File: src/rtl/d_e_reg_pkg.sv
// Core-wide constants shared by the pipeline registers.
// NOP encoding, write-back selects and widths.
package d_e_reg_pkg;

    localparam logic [31:0] NOP          = 32'h0000_0000;
    localparam logic [31:0] RESET_PC_DEF = 32'h0000_3000;

    localparam int TNEW_W = 2;
    localparam int WDS_W  = 2;
    localparam int A3_W   = 5;

    localparam logic [WDS_W-1:0] WD_ALU = 2'd0;
    localparam logic [WDS_W-1:0] WD_MEM = 2'd1;
    localparam logic [WDS_W-1:0] WD_PC8 = 2'd2;

    typedef logic [TNEW_W-1:0] tnew_t;
    typedef logic [WDS_W-1:0]  wd_sel_t;
    typedef logic [A3_W-1:0]   reg_idx_t;

endpackage

File: src/rtl/d_e_reg_pipe_field.sv
// One pipeline-register field: async active-low reset,
// clear-to-value has priority over load.
module pipe_field #(
    parameter int          W       = 32,
    parameter logic [W-1:0] RST_VAL = '0
) (
    input  logic         clk,
    input  logic         reset,
    input  logic         load,
    input  logic         clear,
    input  logic [W-1:0] clr_val,
    input  logic [W-1:0] d,
    output logic [W-1:0] q
);

    always_ff @(posedge clk or negedge reset) begin
        if (!reset) begin
            q <= RST_VAL;
        end else if (clear) begin
            q <= clr_val;
        end else if (load) begin
            q <= d;
        end
    end

endmodule

File: src/rtl/d_e_reg.sv
// D/E pipeline register: turns stall into a bubble, flush
// into a cleared slot, and counts inserted bubbles.
import d_e_reg_pkg::*;

module d_e_reg #(
    parameter logic [31:0] RESET_PC = RESET_PC_DEF,
    parameter int          CNT_W    = 16
) (
    input  logic             clk,
    input  logic             reset,
    input  logic             stall,
    input  logic             flush,
    input  logic [31:0]      D_pc,
    input  logic [31:0]      D_instr,
    input  logic [31:0]      D_rs_data,
    input  logic [31:0]      D_rt_data,
    input  logic [31:0]      D_ext,
    input  logic [4:0]       D_A3,
    input  logic [1:0]       D_tnew,
    input  logic [1:0]       D_wd_sel,
    output logic [31:0]      E_pc,
    output logic [31:0]      E_instr,
    output logic [31:0]      E_rs_data,
    output logic [31:0]      E_rt_data,
    output logic [31:0]      E_ext,
    output logic [4:0]       E_A3,
    output logic [1:0]       E_tnew,
    output logic [1:0]       E_wd_sel,
    output logic             E_valid,
    output logic [CNT_W-1:0] bubble_cnt
);

    logic bub;
    assign bub = flush | stall;

    // Stalled PC is kept for debug; only flush forces RESET_PC.
    pipe_field #(.W(32), .RST_VAL(RESET_PC)) u_pc (
        .clk(clk), .reset(reset), .load(1'b1),
        .clear(flush), .clr_val(RESET_PC),
        .d(D_pc), .q(E_pc)
    );

    pipe_field #(.W(32)) u_instr (
        .clk(clk), .reset(reset), .load(1'b1),
        .clear(bub), .clr_val(NOP),
        .d(D_instr), .q(E_instr)
    );

    pipe_field #(.W(32)) u_rs (
        .clk(clk), .reset(reset), .load(1'b1),
        .clear(bub), .clr_val(32'h0),
        .d(D_rs_data), .q(E_rs_data)
    );

    pipe_field #(.W(32)) u_rt (
        .clk(clk), .reset(reset), .load(1'b1),
        .clear(bub), .clr_val(32'h0),
        .d(D_rt_data), .q(E_rt_data)
    );

    pipe_field #(.W(32)) u_ext (
        .clk(clk), .reset(reset), .load(1'b1),
        .clear(bub), .clr_val(32'h0),
        .d(D_ext), .q(E_ext)
    );

    pipe_field #(.W(A3_W)) u_a3 (
        .clk(clk), .reset(reset), .load(1'b1),
        .clear(bub), .clr_val(5'd0),
        .d(D_A3), .q(E_A3)
    );

    pipe_field #(.W(TNEW_W)) u_tnew (
        .clk(clk), .reset(reset), .load(1'b1),
        .clear(bub), .clr_val(2'd0),
        .d(D_tnew), .q(E_tnew)
    );

    pipe_field #(.W(WDS_W)) u_wds (
        .clk(clk), .reset(reset), .load(1'b1),
        .clear(bub), .clr_val(WD_ALU),
        .d(D_wd_sel), .q(E_wd_sel)
    );

    pipe_field #(.W(1)) u_valid (
        .clk(clk), .reset(reset), .load(1'b1),
        .clear(bub), .clr_val(1'b0),
        .d(1'b1), .q(E_valid)
    );

    always_ff @(posedge clk or negedge reset) begin
        if (!reset) begin
            bubble_cnt <= '0;
        end else if (stall && !flush && (bubble_cnt != '1)) begin
            bubble_cnt <= bubble_cnt + CNT_W'(1);
        end
    end

endmodule

File: config.mk
export PLATFORM = sky130hd
export DESIGN_NAME = d_e_reg
export DESIGN_NICKNAME = d
export VERILOG_FILES = /design/src/rtl/d_e_reg_pkg.sv /design/src/rtl/d_e_reg_pipe_field.sv /design/src/rtl/d_e_reg.sv
export SDC_FILE = /design/constraint.sdc
export NUM_CORES = 1
export LEC_CHECK = 0
export ABC_AREA = 1
export CAP_MARGIN = 20
export CORE_ASPECT_RATIO = 1.75
export CORE_UTILIZATION = 44
export CTS_CLUSTER_SIZE = 20
export DETAILED_ROUTE_END_ITERATION = 8
export PLACE_DENSITY_LB_ADDON = 0.08
export RECOVER_POWER = 25
export SLEW_MARGIN = 20
export SYNTH_ARGS = -nofsm -noshare
export SYNTH_HDL_FRONTEND = slang
export SYNTH_HIERARCHICAL = 1
export SYNTH_SLANG_ARGS = --single-unit
File: constraint.sdc
create_clock -name clk -period 1.7 [get_ports clk]
set_input_delay 0.34 -clock clk [delete_from_list [all_inputs] [get_ports clk]]
set_output_delay 0.34 -clock clk [all_outputs]
set_load 0.005 [all_outputs]
==> run_results.csv <==
group,metric,value,unit
power,intPower,8.58,mW
power,p_per_area,823,nW/um^2
layout,final_cell_area,14300,sq um
sta,setup_viol,0,
critical_path,reg2reg_depth,9,
detailed_routing,vias,8957,
placed_design,hpwlAfterDp,20100,microns
floorplan,die_h,193,microns
synthesis,synth.distinct_cells,27,
placed_design,dpl.cell_count,1870,
critical_path,worstPathArrival,1320,ps
synthesis,netlist_instances,1104,
floorplan,rows,69,
synthesis,synth-seq-cells,186,
placed_design,portBuffers,358,
power,p_comb_frac,0.216,
detailed_routing,vias_per_cell,4.68,
sta,finalMaxSlewViolations,0,
sta,holdWs,466,ps
layout,stdcell_count,1912,
critical_path,cp.depth,1,
power,ir_drop,0.789,mV
clock_tree,cts_sinks,186,
detailed_routing,wl,27900,microns
detailed_routing,ant_nets,0,
critical_path,crit_path_start_kind,"flip-flop",
critical_path,cpMaxStageDelayCell,"clkdlybuf4s50_1",
layout,nNetsFinal,1822,
layout,drive_gt1_frac,0.0741,
clock_tree,clk_path_buf_depth,2,
critical_path,crit_path_start,"u_rt/q[10]",
power,power_switching,3.19,mW
critical_path,cp_num_buf_inv,1,
floorplan,die_area,21400,sq um
sta,fin_crit_sh,0.979,
clock_tree,clockRootBuffer,"clkbuf_16",
critical_path,crit_family,"buffers and inverters",
clock_tree,cts_buffers,17,
sta,clock_skew,7.01,ps
critical_path,reg2reg_from,"bubble_cnt[1]",
sta,tightestPinTransition,779,ps
global_route,grt_pass1_vias,8559,
sta,rsz0062_at_grt,"no",
floorplan,start_util,0.450,
placed_design,postPlaceCellArea,13600,sq um
detailed_routing,wl_per_cell,14.6,microns
job,cap_viol_max_count,0,
clock_tree,clk_pin_slew,70,ps
power,p_leak,7.27,nW
floorplan,core_area,20300,sq um
floorplan,die_w,111,microns
layout,area_delta_synth_final,56.7,%
sta,period_needed,1660,ps
sta,hold_viol,0,
critical_path,end_kind,"output pin",
min_path,hp-class,"in2async",
global_route,grt_pass1_wl,44300,microns
critical_path,slowest_delay,530,ps
clock_tree,cts_tree,"built",
floorplan,num_io_pins,359,
critical_path,crit_fanout,2,
status,outcome,"completed",
synthesis,ys_warn_count,6,
synthesis,avgSynthCellArea,8.27,sq um
critical_path,cp_data_required_time,1360,ps
clock_tree,clock_latency,440,ps
placed_design,place_congestion,0.863,
power,sw_frac_of_total,0.271,
clock_tree,h-tree-depth,4,
sta,slew_headroom,0.481,
synthesis,syn_area,9140,sq um
power,seqPwrFrac,0.429,
detailed_routing,drc_errors,0,
global_route,gr-total-overflow,0,
global_route,grt_max_degree,72,
sta,max_freq,601,MHz
detailed_routing,drt_iter0_markers,469,
critical_path,setup.worst_path.class,"reg2out",
global_route,track_usage,0.264,
global_route,antenna_found_initial,3,
detailed_routing,dr.pass1.iters,5,
synthesis,seq_area_frac_synth,0.510,
critical_path,reg2reg_to,"bubble_cnt[3]",
power,clkPwrFrac,0.355,
critical_path,path_cells,"clkdlybuf4s50_1",
critical_path,regToRegSetupSlack,190,ps
==> per-layer routing <==
| layer | part of all wire | GRT usage |
|---|---|---|
| met1 | 0.37 | 0.297 |
| met2 | 0.53 | 0.455 |
| met3 | 0.058 | 0.0663 |
| met4 | 0.041 | 0.149 |
| met5 | 0 | 0 |
==> repair_timing <==
action | CTS | global route
endpoints found under the hold margin | 20 | 0
pin swaps | 0 | 0
hold buffers | 1 | 0
gates resized for setup | 30 | 43
endpoints found under the setup margin | 38 | 52
setup buffers | 5 | 1
==> worst reg2reg max path, cell delays in order (launching register included) <==
cell and delay [ps]:
dfrtp_1 350, buf_4 110, ha_1 160, nand2_1 60, nor2_1 120, nand2_1 110
nor2_1 240, nor2_4 120, nand2_1 90, o21ai_2 50
==> cell usage in the layout (no fill, tap or decap), drive strengths merged, types with 4 or more instances in the layout <==
| master | Yosys | routed |
|---|---|---|
| xor2 | 4 | 4 |
| clkdlybuf4s50 | 0 | 287 |
| nand2 | 413 | 413 |
| clkbuf | 0 | 18 |
| conb | 2 | 190 |
| clkinvlp | 0 | 4 |
| dlygate4sd2 | 0 | 28 |
| buf | 71 | 49 |
| inv | 32 | 38 |
| nand3 | 350 | 350 |
| dlymetal6s2s | 0 | 42 |
| dfrtp | 184 | 184 |
| nor2 | 33 | 33 |
==> state kept, by name (all words and copies together), names as in the netlist, 5 cells and up <==
register    flops
bubble_cnt     16
u_rt/q         32
u_ext/q        32
u_instr/q      32
u_pc/q         32
u_a3/q          5
u_rs/q         32
==> cell families (layout without fill, tap and decap cells) <==
logic type	Yosys count	after routing	share of synthesized area
XOR/XNOR	5	5	0.00479
adder cells (fa/ha/maj)	1	1	0.00137
AO/OA/AOI/OAI	4	4	0.00370
flip-flops	186	186	0.510
AND/OR/NAND/NOR	803	803	0.399
other	2	193	0.000822
buffers and inverters	103	472	0.0808
==> area by class of cell <==
type / instances / area [sq um]
flip-flops and latches: 186 / 4660
diodes: 3 / 7.51
well taps: 248 / 310
clock inverters: 15 / 186
repair buffers: 408 / 4130
inverters: 32 / 133
clock buffers: 17 / 425
fillers: 1712 / 5980
multi-input cells: 1003 / 4460
==> power by group through the flow <==
stage | logic (mW) | clock network (mW) | registers [mW]
global route | 2.78 | 4.42 | 5.11
CTS | 2.53 | 4.25 | 5.06
finish | 2.54 | 4.18 | 5.06
global placement | 2.50 | 0 | 5.13
floorplan | 0.887 | 0 | 5.20
detailed placement | 2.53 | 0 | 5.14
==> per-stage QoR <==
stage          power (mW)  setup TNS, ps  setup slack [ps]   util
6_report             11.8              0              35.6  0.705
5_1_grt              12.3              0            0.0753  0.705
4_1_cts              11.8              0             0.514  0.700
3_5_place_dp         7.67          -9160              -138  0.668
3_3_place_gp         7.63          -4200             -90.8  0.668
2_1_floorplan        6.09              0               197      -
==> worst max-delay path by stage <==
stage | to | slack (ps)
2_1_floorplan | u_ext/q[0] | 200
3_3_place_gp | bubble_cnt[3] | -90
3_5_place_dp | bubble_cnt[3] | -140
4_1_cts | E_instr[10] | 0.5
5_1_grt | E_ext[31] | 0.08
6_report | E_rt_data[10] | 40
==> synth_stat cells, drive strengths merged <==
| library cell | instances | area, sq um |
|---|---|---|
| conb | 2 | 7.51 |
| buf | 71 | 606 |
| xnor2 | 1 | 8.76 |
| o21bai | 1 | 7.51 |
| nand3b | 3 | 22.5 |
| dfrtp | 184 | 4600 |
| nand3 | 350 | 1760 |
| ha | 1 | 12.5 |
| xor2 | 4 | 35.0 |
| nor2 | 33 | 250 |
| inv | 32 | 133 |
| nor3 | 1 | 5.00 |
| nand2 | 413 | 1590 |
| o21ai | 3 | 26.3 |
| dfstp | 2 | 52.6 |
| nand4 | 3 | 18.8 |
Power figures use the tool's default switching activity.
